File: src/rtl/skid_pipe_reg_pkg.sv
// Shared types and ROB-age helpers for the skid pipeline register.
// Age is measured from the ROB head, so comparisons stay correct across index wrap-around.
package skid_pipe_reg_pkg;

  localparam int DATA_W_DEF     = 32;
  localparam int ROB_ADDR_W_DEF = 4;
  localparam int AGE_MAX_W      = 16;

  typedef logic [ROB_ADDR_W_DEF-1:0] rob_addr_t;
  typedef logic [AGE_MAX_W-1:0]      age_word_t;

  // Inputs are zero-extended ROB indices; w is the real index width (1..AGE_MAX_W).
  function automatic logic rob_younger(input age_word_t a,
                                       input age_word_t ref_addr,
                                       input age_word_t head,
                                       input int        w);
    age_word_t mask;
    age_word_t age_a;
    age_word_t age_r;
    mask  = {AGE_MAX_W{1'b1}} >> (AGE_MAX_W - w);
    age_a = (a - head) & mask;
    age_r = (ref_addr - head) & mask;
    return age_a > age_r;
  endfunction

endpackage

File: src/rtl/skid_pipe_reg_kill.sv
// Combinational squash decision for one ROB index: flush_all, or strictly younger than the
// mispredicted entry. The mispredicted entry itself survives.
module rob_age_kill
  import skid_pipe_reg_pkg::*;
#(
  parameter int ROB_ADDR_W = ROB_ADDR_W_DEF
) (
  input  logic [ROB_ADDR_W-1:0] addr,
  input  logic                  flush_all,
  input  logic                  flush_valid,
  input  logic [ROB_ADDR_W-1:0] flush_rob_addr,
  input  logic [ROB_ADDR_W-1:0] rob_head,
  output logic                  kill
);

  age_word_t addr_w;
  age_word_t flush_w;
  age_word_t head_w;

  assign addr_w  = age_word_t'(addr);
  assign flush_w = age_word_t'(flush_rob_addr);
  assign head_w  = age_word_t'(rob_head);

  assign kill = flush_all | (flush_valid & rob_younger(addr_w, flush_w, head_w, ROB_ADDR_W));

endmodule

File: src/rtl/skid_pipe_reg.sv
// Payload-agnostic pipeline stage with valid/ready backpressure, optional 2-entry skid buffer
// and selective squash of entries younger than a mispredicted ROB entry.
module skid_pipe_reg
  import skid_pipe_reg_pkg::*;
#(
  parameter int DATA_W     = DATA_W_DEF,
  parameter int ROB_ADDR_W = ROB_ADDR_W_DEF,
  parameter int SKID       = 1
) (
  input  logic                  clk,
  input  logic                  rst,
  input  logic                  in_valid,
  output logic                  in_ready,
  input  logic [ROB_ADDR_W-1:0] in_rob_addr,
  input  logic [DATA_W-1:0]     in_data,
  output logic                  out_valid,
  input  logic                  out_ready,
  output logic [ROB_ADDR_W-1:0] out_rob_addr,
  output logic [DATA_W-1:0]     out_data,
  input  logic                  flush_all,
  input  logic                  flush_valid,
  input  logic [ROB_ADDR_W-1:0] flush_rob_addr,
  input  logic [ROB_ADDR_W-1:0] rob_head,
  output logic [1:0]            occupancy
);

  logic                  main_v, skid_v;
  logic [ROB_ADDR_W-1:0] main_rob, skid_rob;
  logic [DATA_W-1:0]     main_data, skid_data;

  logic                  main_v_nx, skid_v_nx;
  logic [ROB_ADDR_W-1:0] main_rob_nx, skid_rob_nx;
  logic [DATA_W-1:0]     main_data_nx, skid_data_nx;

  logic kill_main, kill_skid, kill_in;
  logic in_fire, out_fire;

  rob_age_kill #(.ROB_ADDR_W(ROB_ADDR_W)) u_kill_main (
    .addr(main_rob), .flush_all(flush_all), .flush_valid(flush_valid),
    .flush_rob_addr(flush_rob_addr), .rob_head(rob_head), .kill(kill_main)
  );

  rob_age_kill #(.ROB_ADDR_W(ROB_ADDR_W)) u_kill_skid (
    .addr(skid_rob), .flush_all(flush_all), .flush_valid(flush_valid),
    .flush_rob_addr(flush_rob_addr), .rob_head(rob_head), .kill(kill_skid)
  );

  rob_age_kill #(.ROB_ADDR_W(ROB_ADDR_W)) u_kill_in (
    .addr(in_rob_addr), .flush_all(flush_all), .flush_valid(flush_valid),
    .flush_rob_addr(flush_rob_addr), .rob_head(rob_head), .kill(kill_in)
  );

  // Masking out_valid with the same-cycle kill keeps downstream from consuming a dead entry.
  assign out_valid    = main_v & ~kill_main;
  assign out_rob_addr = main_rob;
  assign out_data     = main_data;
  assign out_fire     = out_valid & out_ready;
  assign in_fire      = in_valid & in_ready & ~kill_in;
  assign occupancy    = {1'b0, main_v} + {1'b0, skid_v};

  generate
    if (SKID != 0) begin : g_skid
      logic main_s, skid_s;
      logic ready_q;

      always_comb begin
        main_s       = main_v & ~kill_main;
        skid_s       = skid_v & ~kill_skid;
        main_v_nx    = main_s;
        main_rob_nx  = main_rob;
        main_data_nx = main_data;
        skid_v_nx    = skid_s;
        skid_rob_nx  = skid_rob;
        skid_data_nx = skid_data;
        // A free MAIN slot is refilled from SKID first so the older entry stays at the head.
        if (!main_s || out_fire) begin
          if (skid_s) begin
            main_v_nx    = 1'b1;
            main_rob_nx  = skid_rob;
            main_data_nx = skid_data;
            skid_v_nx    = in_fire;
            if (in_fire) begin
              skid_rob_nx  = in_rob_addr;
              skid_data_nx = in_data;
            end
          end else begin
            main_v_nx = in_fire;
            skid_v_nx = 1'b0;
            if (in_fire) begin
              main_rob_nx  = in_rob_addr;
              main_data_nx = in_data;
            end
          end
        end else if (in_fire) begin
          skid_v_nx    = 1'b1;
          skid_rob_nx  = in_rob_addr;
          skid_data_nx = in_data;
        end
      end

      // in_ready is a pure flop so no combinational path from out_ready reaches upstream.
      always_ff @(posedge clk) begin
        if (rst) ready_q <= 1'b1;
        else     ready_q <= ~skid_v_nx;
      end

      assign in_ready = ready_q;
    end else begin : g_noskid
      assign in_ready = ~main_v | out_ready | kill_main;

      always_comb begin
        main_v_nx    = main_v;
        main_rob_nx  = main_rob;
        main_data_nx = main_data;
        skid_v_nx    = 1'b0;
        skid_rob_nx  = skid_rob;
        skid_data_nx = skid_data;
        if (in_fire) begin
          main_v_nx    = 1'b1;
          main_rob_nx  = in_rob_addr;
          main_data_nx = in_data;
        end else if (out_fire || kill_main) begin
          main_v_nx = 1'b0;
        end
      end
    end
  endgenerate

  always_ff @(posedge clk) begin
    if (rst) begin
      main_v    <= 1'b0;
      skid_v    <= 1'b0;
      main_rob  <= '0;
      skid_rob  <= '0;
      main_data <= '0;
      skid_data <= '0;
    end else begin
      main_v    <= main_v_nx;
      skid_v    <= skid_v_nx;
      main_rob  <= main_rob_nx;
      skid_rob  <= skid_rob_nx;
      main_data <= main_data_nx;
      skid_data <= skid_data_nx;
    end
  end

endmodule

File: config.mk
export PLATFORM = sky130hd
export DESIGN_NAME = skid_pipe_reg
export DESIGN_NICKNAME = d
export VERILOG_FILES = /design/src/rtl/skid_pipe_reg_pkg.sv /design/src/rtl/skid_pipe_reg_kill.sv /design/src/rtl/skid_pipe_reg.sv
export SDC_FILE = /design/constraint.sdc
export NUM_CORES = 1
export LEC_CHECK = 0
export BUFFER_PORTS_ARGS = -buffer_cell sky130_fd_sc_hd__clkbuf_2
export CAP_MARGIN = 20
export CORE_AREA = 2 2 86 109
export DETAILED_ROUTE_END_ITERATION = 12
export DIE_AREA = 0 0 88 111
export PLACE_DENSITY = 0.7
export SLEW_MARGIN = 20
export SYNTH_ARGS = -nofsm -noshare
export SYNTH_HDL_FRONTEND = slang
export SYNTH_SLANG_ARGS = --single-unit
File: constraint.sdc
create_clock -name clk -period 5.05 [get_ports clk]
set_input_delay 1.01 -clock clk [delete_from_list [all_inputs] [get_ports clk]]
set_output_delay 1.01 -clock clk [all_outputs]
set_load 0.01 [all_outputs]
**Yosys cells after proc, flatten, opt, wreduce, memory -nomap -nowiden**

Index checks and enable logic that the tools add are counted.

- Bits in registers: 75
- Bits of input ports: 50
- Output and inout bits: 40

- Eq/ne operators: 1
- Order comparisons: 3
- Mux-type cells: 15
- Bitwise operators: 15
- Add/subtract/negate cells: 5
- Reductions and logical operators: 4

Operator list:

| cell | number |
|---|---|
| $mux W32 | 5 |
| $mux W4 | 5 |
| $sub A4 B4 Y4 | 4 |
| $gt A4 B4 Y1 | 3 |
| $and A1 B1 Y1 | 8 |
| $mux W1 | 5 |
| $not A1 Y1 | 4 |
| $or A1 B1 Y1 | 3 |
| $add A1 B1 Y2 | 1 |
| $ne A2 B2 Y1 const B | 1 |
| $reduce_and A2 Y1 | 1 |
| $reduce_bool A2 Y1 | 1 |
| $logic_not A1 Y1 | 1 |
| $logic_or A1 B1 Y1 | 1 |

**Longest topological paths before layout**

Gate-level depths: netlist (run 1).

- Depth in word-level cells: 10
- Mapped depth: 15
- Depth with buffers taken out: 13

**Cells and area by module**

A second synthesis (run 1) with hierarchy kept.

- Cell total of the unflattened synthesis: 403
- Area, all modules: 4,215.3 µm²

By module, submodules not included:

| module | cells an instance | times used | area each (µm²) |
|---|---|---|---|
| skid_pipe_reg | 291 | 1 | 3,243.1 |
| rob_age_kill at u_kill_in ... | 37 | 2 | 324.1 |
| rob_age_kill at u_kill_skid | 38 | 1 | 324.1 |

**Worst setup path after synthesis (run 1)**

No wires, ideal clock.

- Kind: input-to-output
- Start: input port rob_head[1]
- End: output port out_valid
- Arrival: 3.166 ns
- Stages on the path: 9
- Slack: 0.874 ns
- Path through: inv_1 ha_1 a21o_1 a21oi_1 xnor2_1 ha_1 and3b_1 a311o_1 a31oi_1

- Cells in the longest elaborated chain, start to end: 6
- Elaborated cells on any way between the ends: 7

Ends and longest elaborated chain:

| item | line | RTL |
|---|---|---|
| start, declared | skid_pipe_reg.sv:23 | `input logic [ROB_ADDR_W-1:0] rob_head,` |
| $sub A4 B4 Y4 (on tied branches) | skid_pipe_reg_pkg.sv:21, skid_pipe_reg_pkg.sv:22 |  |
| $gt A4 B4 Y1 * | skid_pipe_reg_pkg.sv:23 | `return age_a > age_r;` |
| $and A1 B1 Y1 * | skid_pipe_reg_kill.sv:24 | `assign kill = flush_all \| (flush_valid & rob_younger(addr_w, flush_w, head_w, ROB_ADDR_W));` |
| $or A1 B1 Y1 * | skid_pipe_reg_kill.sv:24 |  |
| $not A1 Y1 * | skid_pipe_reg.sv:54 | `assign out_valid = main_v & ~kill_main;` |
| $and A1 B1 Y1 * | skid_pipe_reg.sv:54 |  |
| end, declared | skid_pipe_reg.sv:16 | `output logic out_valid,` |

Every way passes the cells marked *; elsewhere a longest branch is shown, timed or not.

**Worst setup path in the final report (run 1)**

Same ends and word-level chain as after synthesis.

==> results of run 1 <==
[layout make-up]
type | instances | area, µm² | area share [%]
Timing Repair Buffer | 94 | 495 | 10.3
Clock inverter | 7 | 116 | 2.41
Clock buffer | 9 | 225 | 4.66
Inverter | 14 | 53.8 | 1.11
Multi-Input combinational cell | 302 | 2280 | 47.3
Sequential cell | 75 | 1500 | 31.1
Tap cell | 123 | 154 | 3.19
[through the flow]
step                total power [µW]  cell area, µm²  utilization, %  cells  setup slack, ns
global route                    1930            4830            54.7    624            0.354
detailed placement              1120            4490            50.8    608            0.529
floorplan                        981            4040               -    426            0.874
global placement                1100            4490            50.8    608            0.644
CTS                             1850            4830            54.7    624            0.529
finish                          1840            4830            54.7    624            0.541
[flip-flops by register name (all words and copies together) (netlist names)]
signal and count:
skid_data 32, in_ready 1, skid_v 1, out_data 32, out_rob_addr 4, main_v 1
skid_rob 4
[cells in the mapped netlist (all sizes together)]
cell / number
dfxtp: 75
nand2: 73
mux2i: 71
a21oi: 42
a311oi: 37
ha: 22
clkbuf: 20
buf: 15
inv: 14
xnor2: 11
nor2: 8
a21o: 5
nand3: 5
xor2: 5
fa: 4
a311o: 2
nand2b: 2
nand4: 2
nor2b: 2
a31oi: 1
and2: 1
and3b: 1
maj3: 1
nand3b: 1
o2111ai: 1
o211ai: 1
o21a: 1
o221ai: 1
o311ai: 1
o31ai: 1
[power groups by stage]
stage | logic [µW] | clock network, µW | registers, µW
3_5_place_dp | 425 | 0 | 694
5_1_grt | 472 | 766 | 688
2_1_floorplan | 269 | 0 | 713
6_report | 423 | 730 | 682
4_1_cts | 426 | 742 | 682
3_3_place_gp | 411 | 0 | 693
[critical path: cells and delay by family]
family | cells | cell delay, ns
AO/OA/AOI/OAI | 4 | 0.98
adder cells (fa/ha/maj) | 2 | 0.65
buffers and inverters | 3 | 0.52
AND/OR/NAND/NOR | 1 | 0.20
XOR/XNOR | 1 | 0.15
[metal layers]
metal	wire, µm	global-route usage [%]
met2	4870	34.1
met3	300	3.50
met5	0	0
met1	3910	23.4
met4	187	8.21
[how the worst min path moves through the flow]
stage	startpoint	to	slack, ns
2_1_floorplan	skid_data[0]	skid_data[0]	0.43
3_3_place_gp	skid_data[16]	skid_data[16]	0.44
3_5_place_dp	skid_data[20]	skid_data[20]	0.45
4_1_cts	skid_data[23]	skid_data[23]	0.46
5_1_grt	skid_data[7]	skid_data[7]	0.48
6_report	skid_data[23]	skid_data[23]	0.46
[logic make-up after synthesis]
kind of cell | share of synthesized area, %
muxes | 17.6
DFF | 37.2
buffers and inverters | 6.36
xor gates and xnor gates | 3.94
and+or+nand+nor | 9.64
adders and majority gates | 9.05
AOI/OAI and AO/OA | 16.2
==> impl_results.md, run 1 <==
* Status: complete, no violations
* Clock Sinks at 75
* Worst-path fanout max at 8
* Reg clk slew, reported paths at 0.06 ns
* Clock skew at 0.00929 ns
* Worst R2R Path Depth at 11
* Hpwl dp at 6210 µm
* Crit-path max cell delay at 0.36 ns
* Reg-to-Reg Start: out_rob_addr[0]
* Worst slew pin tran at 0.965 ns
* I/O pin count at 90
* Clock latency on the worst-skew pair at 0.33 ns
* CP Cell Sequence: clkbuf_2 -> inv_1 -> ha_1 -> a21o_1 -> a21oi_1 -> xnor2_1 -> ha_1 -> and3b_1 -> a311o_1 -> a31oi_1 -> clkbuf_2
* Clock share of power at 39.8%
* Drt first pass iters at 4
* Initial antenna violation count at 0
* Syn Inst Count at 426
* Synth warnings at 0
* P&R area growth vs syn at 19.7%
* Nets at 572
* Area contributors post-synth: dfxtp_1 (37%), mux2i_1 (18%), a311oi_1 (7.8%), ha_1 (6.8%), nand2_1 (6.8%)
* DRC violation count after routing at 0
* GRT Resource Usage Total at 19.7%
* Reported net switching power at 523 µW
* Post-CTS setup buffers at 0
* CP startpoint kind: input port
* Sequential share of power at 37.1%
* Max Fclk at 222 MHz
* GPL Wtd Cong at 0.823
* Mapped Area at 4040 µm²
* VDD IR max at 0.000281 V
* DIE AREA at 9770 µm²
* Row cnt at 39
* Commonest non-fill, non-tap cells in the layout: clkbuf_2 (89), dfxtp_1 (75), nand2_1 (72)
* R2R setup slack at 1.74 ns
* I/O Buffers at 89
* Setup crit end kind: output pin
* Cell Int Power at 1310 µW
* Via count at 3356
* Slew HR at 35.6%
* Vias/cell at 5.38
* RSZ-0062 raised after global routing: false
* FILL cells at 824
* Syn nets at 502
* Max Cap Viol at 0
* Critical Path RT at 4.04 ns
* Final Critical Period at 4.51 ns
* GRT overflow at 0
* Wire length of the first global-routing pass at 15200 µm
* Hold_ws at 0.458 ns
* Slowest cell on crit path: a311o_1
* Fin crit share at 89.3%
* Layout cells sized above 1 at 23.2%
* Root Buffer: clkbuf_16
* Biggest area consumer among synthesized cells: dfxtp_1
* CP Class: input port to output pin
* CTS tree: yes
* Endpoints failing setup at 0
* Final count of hold timing violations at 0
* Routed Antenna Nets at 0
* Commonest non-fill, non-tap cell in the layout: clkbuf_2
* Crit path capture: out_valid
* Switching Fraction at 28.5%
* Initial DRC count at 148
* Seq/Total Area, Yosys at 37.2%
* # resized after CTS at 0
* Leakage at 0.00193 µW
* Post-route setup TNS at 0 ns
* Hold Path Class: flip-flop to flip-flop
* Hold depth at 2
* Vias in the first global route at 3304
* Arrival @ worst endpoint at 3.50 ns
* PD cells at 380 nW/µm²
* Comb pwr share at 23.1%
* CORE AREA at 8830 µm²
* Drt total wl at 9270 µm
* Netlist cell types at 36
* Post-detailed-route wirelength per cell at 14.9 µm
* H-tree Lvls at 3
* Slew Viols, Final at 0
* Seq cells post-synth at 75
* Initial Utilization at 45.7%
* Die Y at 111 µm
* R2r endpoint: skid_data[19]
* CTS Buf Count at 9
* CTS hold repair buffers at 0
* Yosys top cell area share at 37.2%
* CTS Buffer Depth at 2
* Syn avg cell area at 9.47 µm²
* Worst setup startpoint: rob_head[1]
* Largest net degree at the start of global routing at 74
* Die Wd at 88 µm
* Number of diodes at 0
Power figures use the tool's default switching activity.
==> inputs of run 2 (changes only) <==
--- a/config.mk
+++ b/config.mk
@@ -12,2 +12,3 @@
 export DIE_AREA = 0 0 88 111
+export GPL_TIMING_DRIVEN = 0
 export PLACE_DENSITY = 0.7
==> constraint.sdc (replaced) <==
create_clock -name clk -period 5.05 [get_ports clk]
set_input_delay 0.2525 -clock clk [delete_from_list [all_inputs] [get_ports clk]]
set_output_delay 0.2525 -clock clk [all_outputs]
set_load 0.01 [all_outputs]
==> run 2 against run 1 <==
  * Hold slack got worse by 0.30 ns
  * First-iteration DRC count increased by 1.4%
  * Via count increased by 5.4%
  * Fmax increased by 32%
  * Power decreased by 2.5%
  * Non-clock buffer count increased by 29
  * Global-route usage increased by 2.1 points
  * Setup slack improved by 1.1 ns
  * Sequential power about the same
  * Die area unchanged
  * Sequential cell count unchanged
  * Critical endpoint is now skid_data[8]
  * Register-to-register slack got worse by 0.07 ns
  * Largest power group is now sequential cells
==> impl_results.md, run 2 (synthesized netlist as in run 1, its figures left out) <==
* Status: complete, no violations (unchanged)
* Max Fclk at 293 MHz (was 222 MHz)
* Die Y at 111 µm (unchanged)
* Slowest cell on crit path: a311oi_2 (was a311o_1)
* Post-detailed-route wirelength per cell at 15.7 µm (was 14.9 µm)
* P&R area growth vs syn at 22.5% (was 19.7%)
* Layout cells sized above 1 at 23.0% (was 23.2%)
* Wire length of the first global-routing pass at 16800 µm (was 15200 µm)
* CTS tree: yes (unchanged)
* Commonest non-fill, non-tap cell in the layout: clkbuf_2 (unchanged)
* DRC violation count after routing at 0 (unchanged)
* Cell family with most CP delay: compound AO/OA/AOI/OAI gates (unchanged)
* Max Cap Viol at 0 (unchanged)
* VDD IR max at 0.000229 V (was 0.000281 V)
* Initial DRC count at 150 (was 148)
* CP Cell Sequence: clkbuf_2 -> inv_1 -> ha_1 -> a21o_1 -> a21oi_1 -> xnor2_1 -> ha_1 -> and3b_1 -> a311o_1 -> a311oi_2 -> o21a_1 -> buf_6 -> buf_12 -> mux2i_1 (was clkbuf_2 -> inv_1 -> ha_1 -> a21o_1 -> a21oi_1 -> xnor2_1 -> ha_1 -> and3b_1 -> a311o_1 -> a31oi_1 -> clkbuf_2)
* Clock latency on the worst-skew pair at 0.33 ns (about the same)
* CTS Buf Count at 9 (unchanged)
* Die Wd at 88 µm (unchanged)
* Setup crit end kind: flip-flop (was output pin)
* Crit-path max cell delay at 0.47 ns (was 0.36 ns)
* Total power at 1790 µW (was 1840 µW)
* Initial antenna violation count at 0 (unchanged)
* Critical Path RT at 5.31 ns (was 4.04 ns)
* FILL cells at 829 (was 824)
* Fin crit share at 67.6% (was 89.3%)
* Initial Utilization at 45.7% (unchanged)
* Hold Path Class: input port to flip-flop (was flip-flop to flip-flop)
* CORE AREA at 8830 µm² (unchanged)
* Largest net degree at the start of global routing at 13 (was 74)
* Nets at 601 (was 572)
* Vias/cell at 5.42 (was 5.38)
* RSZ-0062 raised after global routing: false (unchanged)
* Clock Sinks at 75 (unchanged)
* CP most frequent cell: ha_1
* GRT overflow at 0 (unchanged)
* Number of diodes at 0 (unchanged)
* Leakage at 0.00198 µW (was 0.00193 µW)
* I/O Buffers at 88 (was 89)
* Worst slew pin tran at 0.565 ns (was 0.965 ns)
* CTS Buffer Depth at 2 (unchanged)
* PD cells at 362 nW/µm² (was 380 nW/µm²)
* Slew Viols, Final at 0 (unchanged)
* I/O pin count at 90 (unchanged)
* Row cnt at 39 (unchanged)
* Post-route setup TNS at 0 ns (unchanged)
* GPL Wtd Cong at 0.882 (was 0.823)
* Drt first pass iters at 4 (unchanged)
* CP Class: input port to flip-flop (was input port to output pin)
* Worst-path fanout max at 10 (was 8)
* Routed Antenna Nets at 0 (unchanged)
* Clock skew at 0.00730 ns (was 0.00929 ns)
* DIE AREA at 9770 µm² (unchanged)
* Root Buffer: clkbuf_16 (unchanged)
* Final Critical Period at 3.41 ns (was 4.51 ns)
* Post-CTS setup buffers at 0 (unchanged)
* Hpwl dp at 7780 µm (was 6210 µm)
* H-tree Lvls at 3 (unchanged)
* Slew HR at 62.4% (was 35.6%)
* CP Buf/Inv Count at 4 (was 3)
* Commonest non-fill, non-tap cells in the layout: clkbuf_2 (88), dfxtp_1 (75), nand2_1 (73) (was clkbuf_2 (89), dfxtp_1 (75), nand2_1 (72))
* Endpoints failing setup at 0 (unchanged)
* GRT Resource Usage Total at 21.8% (was 19.7%)
* Arrival @ worst endpoint at 3.67 ns (was 3.50 ns)
* Drt total wl at 10300 µm (was 9270 µm)
* Via count at 3537 (was 3356)
* CTS hold repair buffers at 0 (unchanged)
* # resized after CTS at 0 (unchanged)
* CP startpoint kind: input port (unchanged)
* Vias in the first global route at 3617 (was 3304)
* Reg clk slew, reported paths at 0.06 ns (about the same)
* Final count of hold timing violations at 0 (unchanged)
run 2: cell count changes in the layout (fill, tap and decap cells not counted), moves of 2 or more:
cell,before,now
buf_4,4,1
buf_2,0,10
clkbuf_8,0,3
clkbuf_1,0,20
bufinv_16,3,1
buf_12,1,3
run 2: final cells by class:
| type | instances | area [µm²] | share of cell area [%] |
|---|---|---|---|
| Sequential cell | 75 | 1500 | 30.4 |
| Clock buffer | 12 | 267 | 5.39 |
| Buffer | 35 | 204 | 4.13 |
| Timing Repair Buffer | 88 | 440 | 8.91 |
| Tap cell | 123 | 154 | 3.11 |
| Clock inverter | 4 | 47.5 | 0.962 |
| Inverter | 14 | 52.6 | 1.06 |
| Multi-Input combinational cell | 302 | 2280 | 46.1 |
run 2: tightest hold or removal path: cells and delay by family:
kind | cells | cell delay [ns]
buffers and inverters | 1 | 0.09
AND/OR/NAND/NOR | 1 | 0.05
multiplexers | 1 | 0.05
run 2: where the power goes:
group / total (µW) / leakage, µW / internal (µW) / switching (µW)
Sequential: 684 / 0.000611 / 648 / 36.2
Combinational: 442 / 0.00121 / 189 / 253
Clock: 663 / 0.000155 / 421 / 242
run 2: per-layer routing:
layer | share of wire, % | GRT usage [%]
met2 | 52 | 38.4
met3 | 3.5 | 3.35
met5 | 0 | 0
met4 | 2.4 | 9.03
met1 | 42 | 25.5
run 2: per-stage QoR:
stage / setup slack, ns / hold WS, ns / util, % / std cells / instance area, µm²
6_report: 1.64 / 0.160 / 56.0 / 653 / 4940
2_1_floorplan: 1.84 / 0.395 / - / 426 / 4040
4_1_cts: 1.63 / 0.155 / 56.0 / 653 / 4940
3_5_place_dp: 1.30 / 0.452 / 52.4 / 637 / 4630
5_1_grt: 1.40 / 0.167 / 56.0 / 653 / 4940
3_3_place_gp: 1.44 / 0.441 / 52.4 / 637 / 4630
run 2: path summary, 6_finish.rpt:
check	start	endpoint	slack [ns]	depth (start not counted)
min reg2reg	skid_data[17]	skid_data[17]	0.46	2
max	rob_head[1]	skid_data[8]	1.64	14
max reg2reg	out_rob_addr[1]	skid_data[8]	1.67	12
min	in_data[11]	skid_data[11]	0.16	3
==> inputs of run 3 (changes only) <==
clock period = 3.4 ns   (was 5.05 ns; I/O delays follow)
==> run 3 against run 2 <==
  * Routed wire length increased by 0.68%
  * Clock power grew 48%
  * Global-route usage stayed put
  * Non-clock buffer count rose by 3
  * Final cell count grew 0.46%
  * Register-to-register slack got worse by 1.5 ns
  * First-iteration DRC count is 3.3% lower
  * Cell area increased by 0.99%
  * Critical path depth fell by 2
  * Die area unchanged
  * Power grew 49%
  * Sequential share of layout area is 0.27 points lower
  * Largest power group unchanged
==> impl_results.md, run 3 (synthesized netlist as in run 1, its figures left out) <==
* CORE AREA at 8830 µm² (unchanged)
* Commonest non-fill, non-tap cells in the layout: clkbuf_2 (91), dfxtp_1 (74), nand2_1 (73) (was clkbuf_2 (88), dfxtp_1 (75), nand2_1 (73))
* I/O Buffers at 88 (unchanged)
* Fin crit share at 94.3%
* Clock Sinks at 75 (unchanged)
* Arrival @ worst endpoint at 3.46 ns (was 3.67 ns)
* Slew Viols, Final at 0 (unchanged)
* CTS tree: yes (unchanged)
* VDD IR max at 0.000339 V (was 0.000229 V)
* Initial antenna violation count at 0 (unchanged)
* RSZ-0062 raised after global routing: false (unchanged)
* Vias in the first global route at 3619 (was 3617)
* Number of diodes at 0 (unchanged)
* I/O pin count at 90 (unchanged)
* Clock skew at 0.00897 ns (was 0.00730 ns)
* DIE AREA at 9770 µm² (unchanged)
* Initial Utilization at 45.7% (unchanged)
* CTS Buffer Depth at 2 (unchanged)
* Reg clk slew, reported paths at 0.06 ns (about the same)
* Hold depth at 3 (unchanged)
* Worst-path fanout max at 10 (unchanged)
* Post-route setup TNS at 0 ns (unchanged)
* Commonest non-fill, non-tap cell in the layout: clkbuf_2 (unchanged)
* PD cells at 535 nW/µm² (was 362 nW/µm²)
* Initial DRC count at 145 (was 150)
* Clock latency on the worst-skew pair at 0.33 ns (about the same)
* Root Buffer: clkbuf_16 (unchanged)
* DRC violation count after routing at 0 (unchanged)
* Nets at 604 (was 601)
* CTS Buf Count at 9 (unchanged)
* GPL Wtd Cong at 0.882 (unchanged)
* Die Wd at 88 µm (unchanged)
* Wire length of the first global-routing pass at 16800 µm (unchanged)
* Drt first pass iters at 4 (unchanged)
* Total power at 2670 µW (was 1790 µW)
* Status: complete, no violations (unchanged)
* Final core occ at 56.5% (was 56.0%)
* CP startpoint kind: flip-flop (was input port)
* FILL cells at 821 (was 829)
* Max Cap Viol at 0 (unchanged)
* Final Critical Period at 3.21 ns
* R2R setup slack at 0.19 ns (was 1.67 ns)
* Worst R2R Path Depth at 12 (unchanged)
* CP Class: flip-flop to flip-flop (was input port to flip-flop)
* Layout cells sized above 1 at 24.6% (was 23.0%)
* Row cnt at 39 (unchanged)
* Post-detailed-route wirelength per cell at 15.8 µm (was 15.7 µm)
* Leakage at 0.00201 µW (was 0.00198 µW)
* Worst slew pin tran at 0.562 ns (was 0.565 ns)
* DP Area at 4630 µm² (unchanged)
* Hold Path Class: input port to flip-flop (unchanged)
* Largest net degree at the start of global routing at 13 (unchanged)
* Routed Antenna Nets at 0 (unchanged)
* Max Fclk at 312 MHz
* Critical Path RT at 3.66 ns (was 5.31 ns)
* Drt total wl at 10300 µm (about the same)
* Hpwl dp at 7780 µm (unchanged)
* Via count at 3541 (was 3537)
* P&R area growth vs syn at 23.7% (was 22.5%)
* Die Y at 111 µm (unchanged)
* GRT overflow at 0 (unchanged)
* Endpoints failing setup at 0 (unchanged)
* Slew HR at 62.5% (was 62.4%)
* GRT Resource Usage Total at 21.8% (unchanged)
* Final count of hold timing violations at 0 (unchanged)
* Setup crit end kind: flip-flop (unchanged)
* Vias/cell at 5.40 (was 5.42)
* Cell area after layout at 4990 µm² (was 4940 µm²)
* H-tree Lvls at 3 (unchanged)
run 3: where the power goes:
part	leakage, µW	switching (µW)	internal (µW)
registers	0.000612	53.4	963
logic	0.00124	382	291
clock network	0.000155	356	625
run 3: repair_timing:
| action | in CTS | in global routing |
|---|---|---|
| gates resized for setup | 1 | 10 |
| pin swaps | 0 | 2 |
| setup buffers | 0 | 4 |
| hold buffers | 0 | 0 |
| cloned | 0 | 0 |
| setup endpoints to repair | 1 | 65 |
run 3: final timing paths:
path              startpoint             to
max          out_rob_addr[0]   skid_data[8]
min              in_data[11]  skid_data[11]
max reg2reg  out_rob_addr[0]   skid_data[8]
min reg2reg    skid_data[11]  skid_data[11]
run 3: through the flow:
stage | hold slack (ns) | cells | worst slack [ns]
after floorplan | 0.312 | 426 | 0.276
after global placement | 0.415 | 637 | -0.128
after detailed placement | 0.424 | 637 | -0.271
after CTS | 0.0723 | 653 | 0.0270
after global routing | 0.0840 | 656 | 0.0168
final | 0.0757 | 656 | 0.194
run 3: layout make-up:
type,instances,area (µm²),area share (%)
multi-input cells,302,2290,45.9
flip-flops and latches,75,1500,30.1
repair buffers,92,470,9.42
clock buffers,12,267,5.34
plain buffers,34,209,4.19
well taps,123,154,3.08
inverters,14,52.6,1.05
clock inverters,4,47.5,0.952
run 3: worst max-delay path, stage by stage (launching register included):
cell      delay (ns)
dfxtp_1         0.38
inv_1           0.06
ha_1            0.20
inv_1           0.09
fa_1            0.44
ha_1            0.31
a21o_1          0.18
a311o_1         0.41
a311oi_4        0.31
o21a_1          0.20
buf_6           0.18
buf_12          0.17
mux2i_1         0.20
run 3: layer usage:
layer | GRT usage (%) | vias up | wire (µm)
li1 | - | 1737 | -
met1 | 25.5 | 1704 | 4330
met2 | 38.4 | 84 | 5460
met3 | 3.35 | 16 | 302
met4 | 9.03 | 0 | 255
met5 | 0 | - | 0
